### config.mk
export PLATFORM = sky130hd
export DESIGN_NAME = lcd_bus_arbiter
export DESIGN_NICKNAME = d
export VERILOG_FILES = /design/src/rtl/lcd_pkg.sv /design/src/rtl/lcd_rr_picker.sv /design/src/rtl/lcd_bus_arbiter.sv
export SDC_FILE = /design/constraint.sdc
export NUM_CORES = 1
export LEC_CHECK = 0
export BUFFER_PORTS_ARGS = -buffer_cell sky130_fd_sc_hd__buf_2
export CAP_MARGIN = 20
export CORE_ASPECT_RATIO = 0.8
export CORE_MARGIN = 3
export CORE_UTILIZATION = 50
export CTS_CLUSTER_SIZE = 20
export DETAILED_ROUTE_END_ITERATION = 12
export MAX_ROUTING_LAYER = met4
export PLACE_DENSITY_LB_ADDON = 0.25
export SLEW_MARGIN = 20
export SYNTH_ARGS = -nofsm -noshare
export SYNTH_HDL_FRONTEND = slang
export SYNTH_HIERARCHICAL = 1
export SYNTH_SLANG_ARGS = --single-unit
### constraint.sdc
create_clock -name clk -period 6.13 [get_ports clk]
set_input_delay 0.9195 -clock clk [delete_from_list [all_inputs] [get_ports clk]]
set_output_delay 0.9195 -clock clk [all_outputs]
set_load 0.01 [all_outputs]
### src/rtl/lcd_pkg.sv
// Shared definitions for the character-LCD write-bus arbiter: HD44780 command
// bytes, bus-cycle state encoding and default 50 MHz cycle counts.
package lcd_pkg;

    localparam logic [7:0] LCD_CMD_CLEAR      = 8'h01;
    localparam logic [7:0] LCD_CMD_HOME       = 8'h02;
    localparam logic [7:0] LCD_CMD_ENTRY      = 8'h06;
    localparam logic [7:0] LCD_CMD_FUNC_2LINE = 8'h38;
    localparam logic [7:0] LCD_CMD_LINE2      = 8'hC0;
    localparam logic [7:0] LCD_CMD_SHIFT_R    = 8'h14;

    localparam int LCD_CNT_W          = 17;
    localparam int LCD_SETUP_CYC      = 2;
    localparam int LCD_EN_CYC         = 25;
    localparam int LCD_HOLD_CYC       = 2;
    localparam int LCD_SHORT_WAIT_CYC = 2500;
    localparam int LCD_LONG_WAIT_CYC  = 82000;

    typedef enum logic [2:0] {
        ST_IDLE,
        ST_SETUP,
        ST_PULSE,
        ST_HOLD,
        ST_WAIT
    } lcd_bus_state_e;

    // Clear (0x01) and return-home (0x02/0x03) need the long execution time.
    function automatic logic lcd_is_long_cmd(input logic rs, input logic [7:0] data);
        return !rs && (data[7:2] == 6'd0) && (data[1:0] != 2'd0);
    endfunction

endpackage

### src/rtl/lcd_rr_picker.sv
// Combinational requester picker. With LCD_RR_ARB_EN defined the search starts
// at ptr_i (round-robin); without it the lowest requesting index wins.
module lcd_rr_picker #(
    parameter int N_REQ = 2,
    parameter int IDX_W = 1
) (
    input  logic [N_REQ-1:0] req_i,
`ifdef LCD_RR_ARB_EN
    input  logic [IDX_W-1:0] ptr_i,
`endif
    output logic [N_REQ-1:0] grant_o,
    output logic [IDX_W-1:0] idx_o
);

    logic             found;
`ifdef LCD_RR_ARB_EN
    logic [IDX_W-1:0] cand;

    always_comb begin
        found   = 1'b0;
        cand    = '0;
        grant_o = '0;
        idx_o   = '0;
        for (int k = 0; k < N_REQ; k++) begin
            cand = IDX_W'((int'(ptr_i) + k) % N_REQ);
            if (!found && req_i[cand]) begin
                found         = 1'b1;
                grant_o[cand] = 1'b1;
                idx_o         = cand;
            end
        end
    end
`else
    always_comb begin
        found   = 1'b0;
        grant_o = '0;
        idx_o   = '0;
        for (int k = 0; k < N_REQ; k++) begin
            if (!found && req_i[k]) begin
                found      = 1'b1;
                grant_o[k] = 1'b1;
                idx_o      = IDX_W'(k);
            end
        end
    end
`endif

endmodule

### src/rtl/lcd_bus_arbiter.sv
// Shares one HD44780 write bus between N_REQ requesters and runs the full bus
// cycle (setup, EN pulse, hold, execution wait). LCD_RR_ARB_EN selects round-robin.
//
// state    | meaning
// IDLE     | bus free; grant on any req unless ack is being issued this cycle
// SETUP    | RS/data driven, EN low, SETUP_CYC cycles
// PULSE    | EN high, EN_CYC cycles
// HOLD     | EN low, RS/data held, HOLD_CYC cycles
// WAIT     | LCD execution time (short or long), then ack the winner
module lcd_bus_arbiter
    import lcd_pkg::*;
#(
    parameter int N_REQ          = 2,
    parameter int SETUP_CYC      = LCD_SETUP_CYC,
    parameter int EN_CYC         = LCD_EN_CYC,
    parameter int HOLD_CYC       = LCD_HOLD_CYC,
    parameter int SHORT_WAIT_CYC = LCD_SHORT_WAIT_CYC,
    parameter int LONG_WAIT_CYC  = LCD_LONG_WAIT_CYC
) (
    input  logic                 clk,
    input  logic                 rst,
    input  logic [N_REQ-1:0]     req,
    input  logic [N_REQ-1:0]     req_rs,
    input  logic [8*N_REQ-1:0]   req_data,
    output logic [N_REQ-1:0]     ack,
    output logic                 busy,
    output logic                 EN_out,
    output logic                 RS_out,
    output logic                 RW_out,
    output logic [7:0]           out
);

    localparam int IDX_W = (N_REQ > 1) ? $clog2(N_REQ) : 1;

    localparam logic [LCD_CNT_W-1:0] SETUP_M1 = LCD_CNT_W'(SETUP_CYC - 1);
    localparam logic [LCD_CNT_W-1:0] EN_M1    = LCD_CNT_W'(EN_CYC - 1);
    localparam logic [LCD_CNT_W-1:0] HOLD_M1  = LCD_CNT_W'(HOLD_CYC - 1);
    localparam logic [LCD_CNT_W-1:0] SHORT_M1 = LCD_CNT_W'(SHORT_WAIT_CYC - 1);
    localparam logic [LCD_CNT_W-1:0] LONG_M1  = LCD_CNT_W'(LONG_WAIT_CYC - 1);

    lcd_bus_state_e         state_q, state_d;
    logic [LCD_CNT_W-1:0]   cnt_q, cnt_d;
    logic                   rs_q, rs_d;
    logic [7:0]             data_q, data_d;
    logic [N_REQ-1:0]       ack_q, ack_d;
    logic [IDX_W-1:0]       win_q, win_d;

    logic [N_REQ-1:0]       pick_grant;
    logic [IDX_W-1:0]       pick_idx;
    logic                   pick_rs;
    logic [7:0]             pick_data;
    logic                   grant_fire;

`ifdef LCD_RR_ARB_EN
    logic [IDX_W-1:0]       ptr_q, ptr_d;

    always_ff @(posedge clk) begin
        if (rst) ptr_q <= '0;
        else     ptr_q <= ptr_d;
    end

    always_comb begin
        ptr_d = ptr_q;
        if (grant_fire)
            ptr_d = (pick_idx == IDX_W'(N_REQ - 1)) ? '0 : pick_idx + IDX_W'(1);
    end
`endif

    lcd_rr_picker #(
        .N_REQ (N_REQ),
        .IDX_W (IDX_W)
    ) u_picker (
        .req_i   (req),
`ifdef LCD_RR_ARB_EN
        .ptr_i   (ptr_q),
`endif
        .grant_o (pick_grant),
        .idx_o   (pick_idx)
    );

    always_comb begin
        pick_rs   = |(req_rs & pick_grant);
        pick_data = '0;
        for (int i = 0; i < N_REQ; i++) begin
            if (pick_grant[i]) pick_data = req_data[8*i +: 8];
        end
    end

    // Holding off the grant while ack is high lets the served requester drop req.
    assign grant_fire = (state_q == ST_IDLE) && (ack_q == '0) && (|req);

    always_comb begin
        state_d = state_q;
        cnt_d   = cnt_q;
        rs_d    = rs_q;
        data_d  = data_q;
        win_d   = win_q;
        ack_d   = '0;
        case (state_q)
            ST_IDLE: begin
                if (grant_fire) begin
                    rs_d    = pick_rs;
                    data_d  = pick_data;
                    win_d   = pick_idx;
                    cnt_d   = SETUP_M1;
                    state_d = ST_SETUP;
                end
            end
            ST_SETUP: begin
                if (cnt_q == '0) begin
                    cnt_d   = EN_M1;
                    state_d = ST_PULSE;
                end else begin
                    cnt_d = cnt_q - 1'b1;
                end
            end
            ST_PULSE: begin
                if (cnt_q == '0) begin
                    cnt_d   = HOLD_M1;
                    state_d = ST_HOLD;
                end else begin
                    cnt_d = cnt_q - 1'b1;
                end
            end
            ST_HOLD: begin
                if (cnt_q == '0) begin
                    cnt_d   = lcd_is_long_cmd(rs_q, data_q) ? LONG_M1 : SHORT_M1;
                    state_d = ST_WAIT;
                end else begin
                    cnt_d = cnt_q - 1'b1;
                end
            end
            ST_WAIT: begin
                if (cnt_q == '0) begin
                    ack_d[win_q] = 1'b1;
                    state_d      = ST_IDLE;
                end else begin
                    cnt_d = cnt_q - 1'b1;
                end
            end
            default: state_d = ST_IDLE;
        endcase
    end

    always_ff @(posedge clk) begin
        if (rst) begin
            state_q <= ST_IDLE;
            cnt_q   <= '0;
            rs_q    <= 1'b0;
            data_q  <= '0;
            ack_q   <= '0;
            win_q   <= '0;
        end else begin
            state_q <= state_d;
            cnt_q   <= cnt_d;
            rs_q    <= rs_d;
            data_q  <= data_d;
            ack_q   <= ack_d;
            win_q   <= win_d;
        end
    end

    assign ack    = ack_q;
    assign busy   = (state_q != ST_IDLE);
    assign EN_out = (state_q == ST_PULSE);
    assign RS_out = rs_q;
    assign RW_out = 1'b0;
    assign out    = data_q;

endmodule

After elaboration in Yosys (flattened, before gate mapping) --
Cells that the tools add are included.
Word-level totals: register bits 32, output and inout bits 14, logic and storage cells 62, bits of input ports 22
Cells by class: add/sub/neg operators 1, multiplexer cells 19, magnitude comparators 2, equality and inequality tests 10, reductions and logical operators 21, bitwise operators 3
Operators with widths (number):
- $mux W17 | 6
- $pmux W17 S5 | 1
- $logic_not A17 Y1 | 1
- $sub A17 B1 Y17 const B | 1
- $mux W8 | 2
- $mux W3 | 5
- $pmux W3 S5 | 1
- $ne A2 B2 Y1 const B | 5
- $eq A3 B2 Y1 const B | 2
- $logic_and A1 B1 Y1 | 6
- $logic_not A6 Y1 | 1
- $reduce_and A5 Y1 | 1
- $reduce_bool A5 Y1 | 1
- $reduce_or A2 Y1 | 2
- $eq A3 B1 Y1 const B | 1
- $eq A3 B3 Y1 const B | 1
- $logic_not A3 Y1 | 1
- $mux W1 | 3
- $reduce_and A3 Y1 | 1
- $reduce_bool A3 Y1 | 1
- $reduce_or A3 Y1 | 1
- $and A2 B2 Y2 | 1
- $logic_not A1 Y1 | 2
- $logic_not A2 Y1 | 1
- other kinds (7) | 8

Logic depth before layout (Yosys ltp) --
Gate-level depths: netlist (run 1).
depth in word-level cells 6, gate-level depth with buffers 9, depth with buffers taken out 7

Hierarchy --
The synthesis (run 1) kept the hierarchy.
By module, submodules not included:
- lcd_bus_arbiter | area each 1996.9 um2, seq. area each 640.6 um2, instances 1, cells an instance 258
- lcd_rr_picker | area each 28.8 um2, seq. area each 0.0 um2, instances 1, cells an instance 3

Least setup slack after synthesis (run 1) --
No wires, ideal clock.
path type register to register, from register cnt_q[4], to register cnt_q[13], stages on the path, launching flop included 7, data arrival time 2.285 ns, library setup time 0.073 ns, buffers on the path 1, clock period less this slack 2.358 ns, slack 3.772 ns, data required time 6.057 ns, cells stage by stage dfxtp_1 -> buf_6 -> or4_4 -> or4_4 -> or2_4 -> or4_1 -> a21oi_1
On the way: cells in the longest elaborated chain, start to end 3, elaborated cells on any way between the ends 9, those cells by class add/sub: 1; eq/ne: 1; mux: 5; reduce/logical: 2
Ends and longest elaborated chain:
- from (decl) | RTL line lcd_bus_arbiter.sv:42 | logic [LCD_CNT_W-1:0] cnt_q, cnt_d;
- from (signal assigned) | RTL line lcd_bus_arbiter.sv:155 | cnt_q <= cnt_d;
- $sub A17 B1 Y17 / $logic_not A17 Y1 (equally long branches)
- $mux W17, or another cell as far along | RTL line lcd_bus_arbiter.sv:134 | if (cnt_q == '0) begin
- $pmux W17 S5 / $reduce_and A3 Y1 (equally long branches)
Parallel ways exist; a longest one is shown, timed or not. The select of a mux whose other input is x is not followed. A chain may end at the register's enable or synchronous reset.

Final worst setup path (run 1) --
from register cnt_q[0], to register cnt_q[13]
Same word-level chain as after synthesis.

==> results of run 1 <==
==> synth_stat cells, drive strengths merged (3+ instances only) <==
cell | n | area, sq um
nor3 | 11 | 55.1
a22oi | 9 | 67.6
nor2 | 31 | 116
o31ai | 8 | 60.1
nand2 | 15 | 56.3
nor2b | 4 | 32.5
o21ai | 13 | 65.1
inv | 5 | 18.8
or2 | 5 | 33.8
a21oi | 19 | 95.1
o211ai | 6 | 45.0
clkbuf | 14 | 52.6
buf | 7 | 47.5
a31oi | 3 | 18.8
xnor2 | 3 | 26.3
a211oi | 11 | 82.6
or4 | 8 | 67.6
nor4 | 7 | 50.1
or3 | 5 | 31.3
nand3 | 5 | 25.0
nand4 | 4 | 25.0
dfxtp | 32 | 641
==> cell usage in the layout (no fill, tap or decap), drive strengths merged, types with 2 or more instances in the layout <==
cell,count
buf,37
dfxtp,32
nor2,31
a21oi,19
nand2,15
o21ai,13
a211oi,11
nor3,11
a22oi,9
o31ai,8
or4,8
nor4,7
o211ai,6
clkbuf,6
inv,5
or3,5
nand3,5
or2,5
nand4,4
nor2b,4
a31oi,3
xnor2,3
and4,2
o32ai,2
a221o,2
o21a,2
o221ai,2
mux2i,2
ha,2
==> metrics by stage <==
stage	utilization, %	cells	total power, mW	hold WS (ns)
final	59.7	340	1.47	0.475
after global routing	59.7	340	1.58	0.500
after CTS	59.7	340	1.44	0.475
after detailed placement	56.9	332	1.23	0.459
after global placement	56.9	332	1.22	0.469
after floorplan	-	261	1.03	0.416
==> critical path: stages, from the launching register on <==
cell and delay, ns:
dfxtp_1 0.36, inv_1 0.11, ha_1 0.15, nor4b_1 0.63, nand4_1 0.72, a22oi_1 1.02, or4_1 0.22, a21oi_1 0.06
==> layout make-up <==
type | count | area (sq um) | area share (%)
Tap cell | 55 | 68.8 | 2.99
Clock inverter | 2 | 35.0 | 1.52
Sequential cell | 32 | 641 | 27.9
Inverter | 5 | 18.8 | 0.816
Timing Repair Buffer | 37 | 193 | 8.38
Multi-Input combinational cell | 203 | 1270 | 55.3
Clock buffer | 6 | 72.6 | 3.16
==> worst max-delay path by stage <==
stage                                 startpoint                endpoint  slack (ns)  cells after the start
after global routing       cnt_q[1]$_SDFFE_PP0P_   cnt_q[5]$_SDFFE_PP0P_        2.37                      7
after floorplan            cnt_q[4]$_SDFFE_PP0P_  cnt_q[13]$_SDFFE_PP0P_        3.77                      6
after detailed placement  cnt_q[12]$_SDFFE_PP0P_   cnt_q[5]$_SDFFE_PP0P_        2.85                      5
after global placement     cnt_q[4]$_SDFFE_PP0P_  cnt_q[12]$_SDFFE_PP0P_        2.95                      5
final                      cnt_q[0]$_SDFFE_PP0P_  cnt_q[13]$_SDFFE_PP0P_        2.71                      7
after CTS                 cnt_q[12]$_SDFFE_PP0P_  cnt_q[13]$_SDFFE_PP0P_        2.85                      5
==> kinds of logic (layout without fill, tap and decap cells) <==
logic type / Yosys count / after routing / share of synthesized area, %
buffers and inverters: 26 / 50 / 5.87
DFF: 32 / 32 / 31.6
other: 1 / 1 / 0.185
AOI/OAI and AO/OA: 90 / 90 / 30.6
muxes: 2 / 2 / 0.988
and+or+nand+nor: 105 / 105 / 28.2
xor gates and xnor gates: 3 / 3 / 1.30
adders and majority gates: 2 / 2 / 1.24
==> flip-flops by register name, summed over array words and instances, names as in the netlist <==
signal and count:
state_q 3, win_q 1, ack 2, RS_out 1
out 8, cnt_q 17
==> power breakdown <==
part / leakage [nW] / switching (mW) / internal, mW
Sequential: 0.262 / 0.0923 / 0.276
Clock: 0.0552 / 0.0796 / 0.121
Combinational: 0.590 / 0.553 / 0.347
==> routing by layer <==
| layer | global-route usage [%] | up-vias | routed length, um |
|---|---|---|---|
| met5 | - | - | 0 |
| met4 | 7.33 | 0 | 78 |
| met3 | 5.76 | 12 | 542 |
| met2 | 31.7 | 132 | 2290 |
| met1 | 36.8 | 994 | 2720 |
| li1 | - | 1050 | - |
==> results.json, run 1 <==
{
  "viasPerCell": 6.44,
  "r2r-end": "cnt_q[13]$_SDFFE_PP0P_",
  "syn_nets": 285,
  "post_drt_wl_per_cell_um": 16.6,
  "grt_start_max_net_pins": 24,
  "worst_r2r_path_depth": 7,
  "coreArea_sq_mm": 0.00385,
  "drive_above_1_share_pct": 19.3,
  "drt_iter0_drc": 419,
  "setup_ws_ns": 2.71,
  "grt_pass1_vias": 1827,
  "hold_viol": 0,
  "path_max_fanout": 16,
  "final_antenna_net_count": 0,
  "clock_sinks": 32,
  "endpoint_kind": "flop",
  "io_buffers": 34,
  "critical_path_arrival_ns": 3.56,
  "cts_buffer_depth": 2,
  "dp_hpwl_um": 3880,
  "drt_pre_antenna_iters": 5,
  "path_class": "reg2reg",
  "layout_worst_path_cycle_share_pct": 55.8,
  "p_leak_nw": 0.907,
  "die-area_sq_mm": 0.00486,
  "wirelength_um": 5630,
  "vdd_drop_max_uv": 329,
  "drc": 0,
  "cts_tree": "done",
  "outcome": "complete, no violations",
  "min_to": "ack[0]$_SDFF_PP0_",
  "num_rows": 20,
  "clock_latency_ns": 0.29,
  "setup_violations": 0,
  "hold_path_startpoint": "win_q$_SDFFE_PP0P_",
  "ys.flop_type": "dfxtp_1",
  "die_w_um": 77.2,
  "holdBufCountCts": 0,
  "syn_to_final_growth_pct": 13.5,
  "grt_usage_pct": 24.5,
  "num-fill-cells": 351,
  "synth.distinct_cells": 58,
  "place_area_sq_mm": 0.00219,
  "cts_resized": 0,
  "synthCells": 261,
  "powerDensity_mw_per_mm2": 638,
  "globalplace.congestion": 0.956,
  "min_path_type": "reg2reg",
  "fin_crit_ns": 3.42,
  "fin_setup_tns_ns": 0,
  "clock-root-buffer": "clkbuf_8",
  "io_pins": 36,
  "drv_slew": 0,
  "rsz0062_at_grt": "false",
  "synth-edff-count": 0,
  "netlist_area_sq_mm": 0.00203,
  "holdPathStages": 1,
  "async_flop_share_pct": 0,
  "htreeDepth": 2,
  "skew_ns": 0.00699,
  "final_area_sq_mm": 0.00230,
  "post-place-ws_ns": 2.85,
  "avgSynthCellArea_sq_um": 7.76,
  "antenna_found_initial": 0,
  "post-cts-setup-buffers": 0,
  "relSlewSlack_pct": 34.8,
  "grt_pass1_wl_um": 9360,
  "fin_nets": 308,
  "ys_seq_area_share_pct": 31.6,
  "yosys_warnings": 6,
  "rrSetupSlack_ns": 2.71,
  "initial_core_util_pct": 52.6,
  "dieHeight_um": 62.9,
  "vias": 2188,
  "worstMarginPinSlew_ns": 0.979,
  "antenna_cells": 0,
  "maxCapViolCount": 0,
  "startpoint_type": "flop",
  "ys_ff_latch": 32,
  "grt-ovfl-total": 0,
  "cp.required_ns": 6.27,
  "clkTransAtPathRegs_ns": 0.07,
  "clock.fmax_mhz": 292,
  "reg2reg_from": "cnt_q[0]$_SDFFE_PP0P_",
  "cts-buffers-inserted": 5
}
No activity file was read; power rests on OpenSTA's default activity.
==> run 2: changes to the inputs <==
==> constraint.sdc (replaced) <==
create_clock -name clk -period 3 [get_ports clk]
set_input_delay 0.45 -clock clk [delete_from_list [all_inputs] [get_ports clk]]
set_output_delay 0.45 -clock clk [all_outputs]
set_load 0.01 [all_outputs]
==> run 2 against run 1 <==
Die area stayed put. Critical path type unchanged. Non-clock buffer count is 9 higher. Register-to-register slack worse by 2.1 ns. Clock skew is 0.0010 ns lower. Setup slack worse by 2.1 ns. First-iteration DRC count is 35% lower. Sequential share of layout area is 1.0 points lower. Fmax is 41% higher. Routed wire length is 4.6% higher. Global-route usage is 1.5 points higher. Clock-buffer cell count is 1 higher. Combinational power is 120% higher.
==> results.json, run 2 (same netlist as run 1, synthesis figures left out) <==
{
  "outcome": "complete, no violations",
  "relSlewSlack_pct": 58.0,
  "htreeDepth": 2,
  "drive_above_1_share_pct": 22.1,
  "io_pins": 36,
  "fin_hold_ws_ns": 0.482,
  "drt_iter0_drc": 274,
  "fin_setup_tns_ns": 0,
  "io_buffers": 34,
  "cts_buffer_depth": 2,
  "hold_viol": 0,
  "drv_slew": 0,
  "layout_common_cells": "buf_2 (34), dfxtp_1 (32), nor2_1 (31)",
  "grt_usage_pct": 25.9,
  "cp_common_cell": "or4_1",
  "clock-root-buffer": "clkbuf_8",
  "final_antenna_net_count": 0,
  "final_area_sq_mm": 0.00239,
  "crit_family": "simple AND/OR/NAND/NOR gates",
  "drc": 0,
  "layout_worst_path_cycle_share_pct": 81.1,
  "critical_path_arrival_ns": 2.66,
  "powerDensity_mw_per_mm2": 1330,
  "endpoint_kind": "flop",
  "met3_usage_pct": 6.63,
  "ff_latch_area_sq_um": 641,
  "rsz0062_at_grt": "false",
  "min_path_type": "reg2reg",
  "top_usage_layer": "met1",
  "maxCapViolCount": 0,
  "clkTransAtPathRegs_ns": 0.07,
  "top_register": "cnt_q",
  "antenna_found_initial": 0,
  "wirelength_um": 5890,
  "cp_slowest_cell": "or4_1",
  "dp_hpwl_um": 4080,
  "largest_register_ffs": 17,
  "post_drt_wl_per_cell_um": 16.9,
  "num-fill-cells": 374,
  "worstMarginPinSlew_ns": 0.624,
  "fin_crit_ns": 2.43,
  "grt-ovfl-total": 0,
  "clock_sinks": 32,
  "initial_core_util_pct": 52.6,
  "cp.required_ns": 3.23,
  "path_class": "reg2reg",
  "fin_cells": 349,
  "clock_latency_ns": 0.29,
  "place_inst": 341,
  "coreArea_sq_mm": 0.00385,
  "drt_pre_antenna_iters": 5,
  "fin_nets": 317,
  "syn_to_final_growth_pct": 17.8,
  "antenna_cells": 0,
  "path_max_fanout": 7,
  "critPathMaxStageDelay_ns": 0.68,
  "grt_pass1_vias": 1976,
  "grt_pass1_wl_um": 9830,
  "dieHeight_um": 62.9,
  "grt_start_max_net_pins": 24,
  "path_cells": "or4_1, or4_4, or2_4, or4_1, a21oi_1",
  "p_leak_nw": 0.961,
  "skew_ns": 0.00598,
  "vdd_drop_max_uv": 749,
  "use_met1_pct": 36.8,
  "cts-buffers-inserted": 5,
  "setup_violations": 0,
  "post-cts-setup-buffers": 0,
  "critPathBufInv": 0,
  "globalplace.congestion": 1.00,
  "cts_tree": "done",
  "die_w_um": 77.2,
  "place_area_sq_mm": 0.00226,
  "vias": 2194,
  "cts_resized": 0,
  "gr-usage-met2_pct": 34.6,
  "die-area_sq_mm": 0.00486,
  "num_rows": 20,
  "holdBufCountCts": 0,
  "final_common_cell": "buf_2",
  "clock.fmax_mhz": 411,
  "viasPerCell": 6.29,
  "startpoint_type": "flop",
  "multiInputGateArea_sq_mm": 0.00127
}
run 2: through the flow:
stage               utilization, %  setup WS, ns  power (mW)
floorplan                        -         0.642        2.11
global placement              58.6         0.639        2.62
detailed placement            58.6         0.587        2.65
CTS                           61.9         0.574        3.13
global route                  61.9         0.513        3.44
finish                        61.9         0.566        3.18
run 2: area by class of cell:
class | instances | share of cell area [%]
multi-input cells | 203 | 53.3
well taps | 55 | 2.88
flip-flops and latches | 32 | 26.8
clock buffers | 7 | 4.04
repair buffers | 46 | 10.9
clock inverters | 1 | 1.26
inverters | 5 | 0.787
run 2: worst paths after layout:
kind / from / cells past startpoint / endpoint / slack [ns]
worst max-delay path: cnt_q[0]$_SDFFE_PP0P_ / 5 / cnt_q[15]$_SDFFE_PP0P_ / 0.57
worst max register to register: cnt_q[0]$_SDFFE_PP0P_ / 5 / cnt_q[15]$_SDFFE_PP0P_ / 0.57
worst min-delay path: win_q$_SDFFE_PP0P_ / 1 / ack[0]$_SDFF_PP0_ / 0.48
worst min register to register: win_q$_SDFFE_PP0P_ / 1 / ack[0]$_SDFF_PP0_ / 0.48
run 2: report_power, final:
part           switching [mW]  internal, mW  total (mW)  leakage, nW
sequential              0.180         0.563       0.743        0.262
clock                   0.172         0.293       0.465       0.0645
combinational            1.15         0.820        1.97        0.634
total                    1.50          1.68        3.18        0.961
run 2: worst register-to-register path, stage by stage, from the launching register on:
cell	delay (ns)
dfxtp_1	0.35
or4_1	0.68
or4_4	0.48
or2_4	0.26
or4_1	0.47
a21oi_1	0.15
run 2: layer usage:
metal	up-vias	part of all wire, %
met5	-	0
met4	0	1.9
met3	16	9.8
met2	122	43
met1	994	46
li1	1062	-
==> run 3: changes to the inputs <==
==> constraint.sdc (replaced) <==
create_clock -name clk -period 2.5 [get_ports clk]
set_input_delay 0.375 -clock clk [delete_from_list [all_inputs] [get_ports clk]]
set_output_delay 0.375 -clock clk [all_outputs]
set_load 0.01 [all_outputs]
==> run 3 against run 2 <==
Sequential power up 13%. Clock-buffer cell count fell by 1. Via count is 1.8% higher. Die area did not move. Register-to-register slack lost 0.47 ns. Clock skew about the same. Critical path type unchanged. Hold slack worse by 0.050 ns.
==> results.json, run 3 (same netlist as run 1, synthesis figures left out) <==
{
  "critical_path_arrival_ns": 2.62,
  "num-fill-cells": 352,
  "clock-root-buffer": "clkbuf_8",
  "rsz0062_at_grt": "false",
  "cp_common_cell": "or4_4",
  "cts_resized": 0,
  "path_cells": "or4_4, or4_4, or2_4, or4_1, a21oi_1",
  "post_drt_wl_per_cell_um": 16.3,
  "vias": 2233,
  "drt_iter0_drc": 199,
  "post-cts-setup-buffers": 0,
  "globalplace.congestion": 0.993,
  "clock_latency_ns": 0.28,
  "layout_worst_path_cycle_share_pct": 96.1,
  "drive_above_1_share_pct": 23.8,
  "grt_pass1_wl_um": 9540,
  "maxCapViolCount": 0,
  "layout_common_cells": "buf_2 (34), dfxtp_1 (32), nor2_1 (31)",
  "path_class": "reg2reg",
  "rrSetupSlack_ns": 0.1,
  "dp_hpwl_um": 4300,
  "largest_register_ffs": 17,
  "die_w_um": 77.2,
  "antenna_cells": 0,
  "powerDensity_mw_per_mm2": 1600,
  "endpoint_kind": "flop",
  "top_register": "cnt_q",
  "grt_start_max_net_pins": 24,
  "fin_nets": 325,
  "critPathMaxStageDelay_ns": 0.57,
  "grt_usage_pct": 25.0,
  "drv_slew": 0,
  "relSlewSlack_pct": 64.0,
  "htreeDepth": 2,
  "cp.required_ns": 2.72,
  "grt_pass1_vias": 1933,
  "cts_tree": "done",
  "critPathBufInv": 0,
  "wirelength_um": 5820,
  "drc": 0,
  "viasPerCell": 6.25,
  "fin_crit_ns": 2.40,
  "place_area_sq_mm": 0.00232,
  "num_rows": 20,
  "vdd_drop_max_uv": 947,
  "path_max_fanout": 6,
  "clock_sinks": 32,
  "p_leak_nw": 0.991,
  "setup_violations": 0,
  "initial_core_util_pct": 52.6,
  "hold_viol": 0,
  "dieHeight_um": 62.9,
  "clock.fmax_mhz": 416,
  "crit_family": "simple AND/OR/NAND/NOR gates",
  "cp_slowest_cell": "or4_4",
  "final_area_sq_mm": 0.00243,
  "final_common_cell": "buf_2",
  "syn_to_final_growth_pct": 19.8,
  "io_buffers": 34,
  "outcome": "complete, no violations",
  "cts-buffers-inserted": 5,
  "startpoint_type": "flop",
  "skew_ns": 0.00605,
  "worstMarginPinSlew_ns": 0.535,
  "cts_buffer_depth": 2,
  "io_pins": 36,
  "coreArea_sq_mm": 0.00385,
  "min_path_type": "in2reg",
  "clkTransAtPathRegs_ns": 0.07,
  "holdBufCountCts": 0,
  "drt_pre_antenna_iters": 5,
  "antenna_found_initial": 0,
  "grt-ovfl-total": 0,
  "fin_setup_tns_ns": 0,
  "final_antenna_net_count": 0,
  "die-area_sq_mm": 0.00486
}
-- run 3: changes by cell type in the layout (fill, tap and decap cells not counted), sizes merged --
cell	before	now
buf	46	54
clkbuf	7	6
clkinv	0	1
-- run 3: final cells by class --
| cell class | instances | area (sq um) | share of cell area, % |
|---|---|---|---|
| multi-input cells | 203 | 1270 | 52.4 |
| flip-flops and latches | 32 | 641 | 26.4 |
| repair buffers | 54 | 320 | 13.2 |
| clock buffers | 6 | 72.6 | 2.99 |
| well taps | 55 | 68.8 | 2.84 |
| clock inverters | 2 | 35.0 | 1.44 |
| inverters | 5 | 18.8 | 0.773 |
-- run 3: worst register-to-register path, stage by stage, from the launching register on --
cell	delay (ns)
dfxtp_1	0.37
or4_4	0.57
or4_4	0.52
or2_4	0.26
or4_1	0.46
a21oi_1	0.16
-- run 3: per-stage QoR --
stage	hold WS [ns]	util, %	power (mW)	worst slack [ns]	cells
floorplan	0.416	-	2.53	0.142	261
global placement	0.450	60.2	3.29	0.183	349
detailed placement	0.444	60.2	3.32	0.120	349
CTS	0.434	63.0	3.81	0.107	357
global route	0.476	63.0	4.16	0.0297	357
finish	0.433	63.0	3.89	0.0964	357
-- run 3: path summary, 6_finish.rpt --
| check | start | end | cells past startpoint |
|---|---|---|---|
| worst max-delay path | cnt_q[5]$_SDFFE_PP0P_ | cnt_q[15]$_SDFFE_PP0P_ | 5 |
| worst min register to register | win_q$_SDFFE_PP0P_ | ack[0]$_SDFF_PP0_ | 1 |
| worst min-delay path | req_data[14] | out[6]$_SDFFE_PP0P_ | 3 |
| worst max register to register | cnt_q[5]$_SDFFE_PP0P_ | cnt_q[15]$_SDFFE_PP0P_ | 5 |
-- run 3: metal layers --
metal	part of all wire [%]	routed length, um	track usage (%)	vias up
met2	42	2430	33.7	115
met3	8.2	478	5.91	12
met4	1.6	94	7.56	0
li1	-	-	-	1084
met5	0	0	-	-
met1	48	2820	36.6	1022
-- run 3: report_power, final --
part           total, mW  switching, mW  leakage [nW]  internal, mW
clock              0.495          0.200        0.0552         0.296
combinational       2.55           1.46         0.673          1.09
sequential         0.839          0.163         0.262         0.676
total               3.89           1.82         0.991          2.07
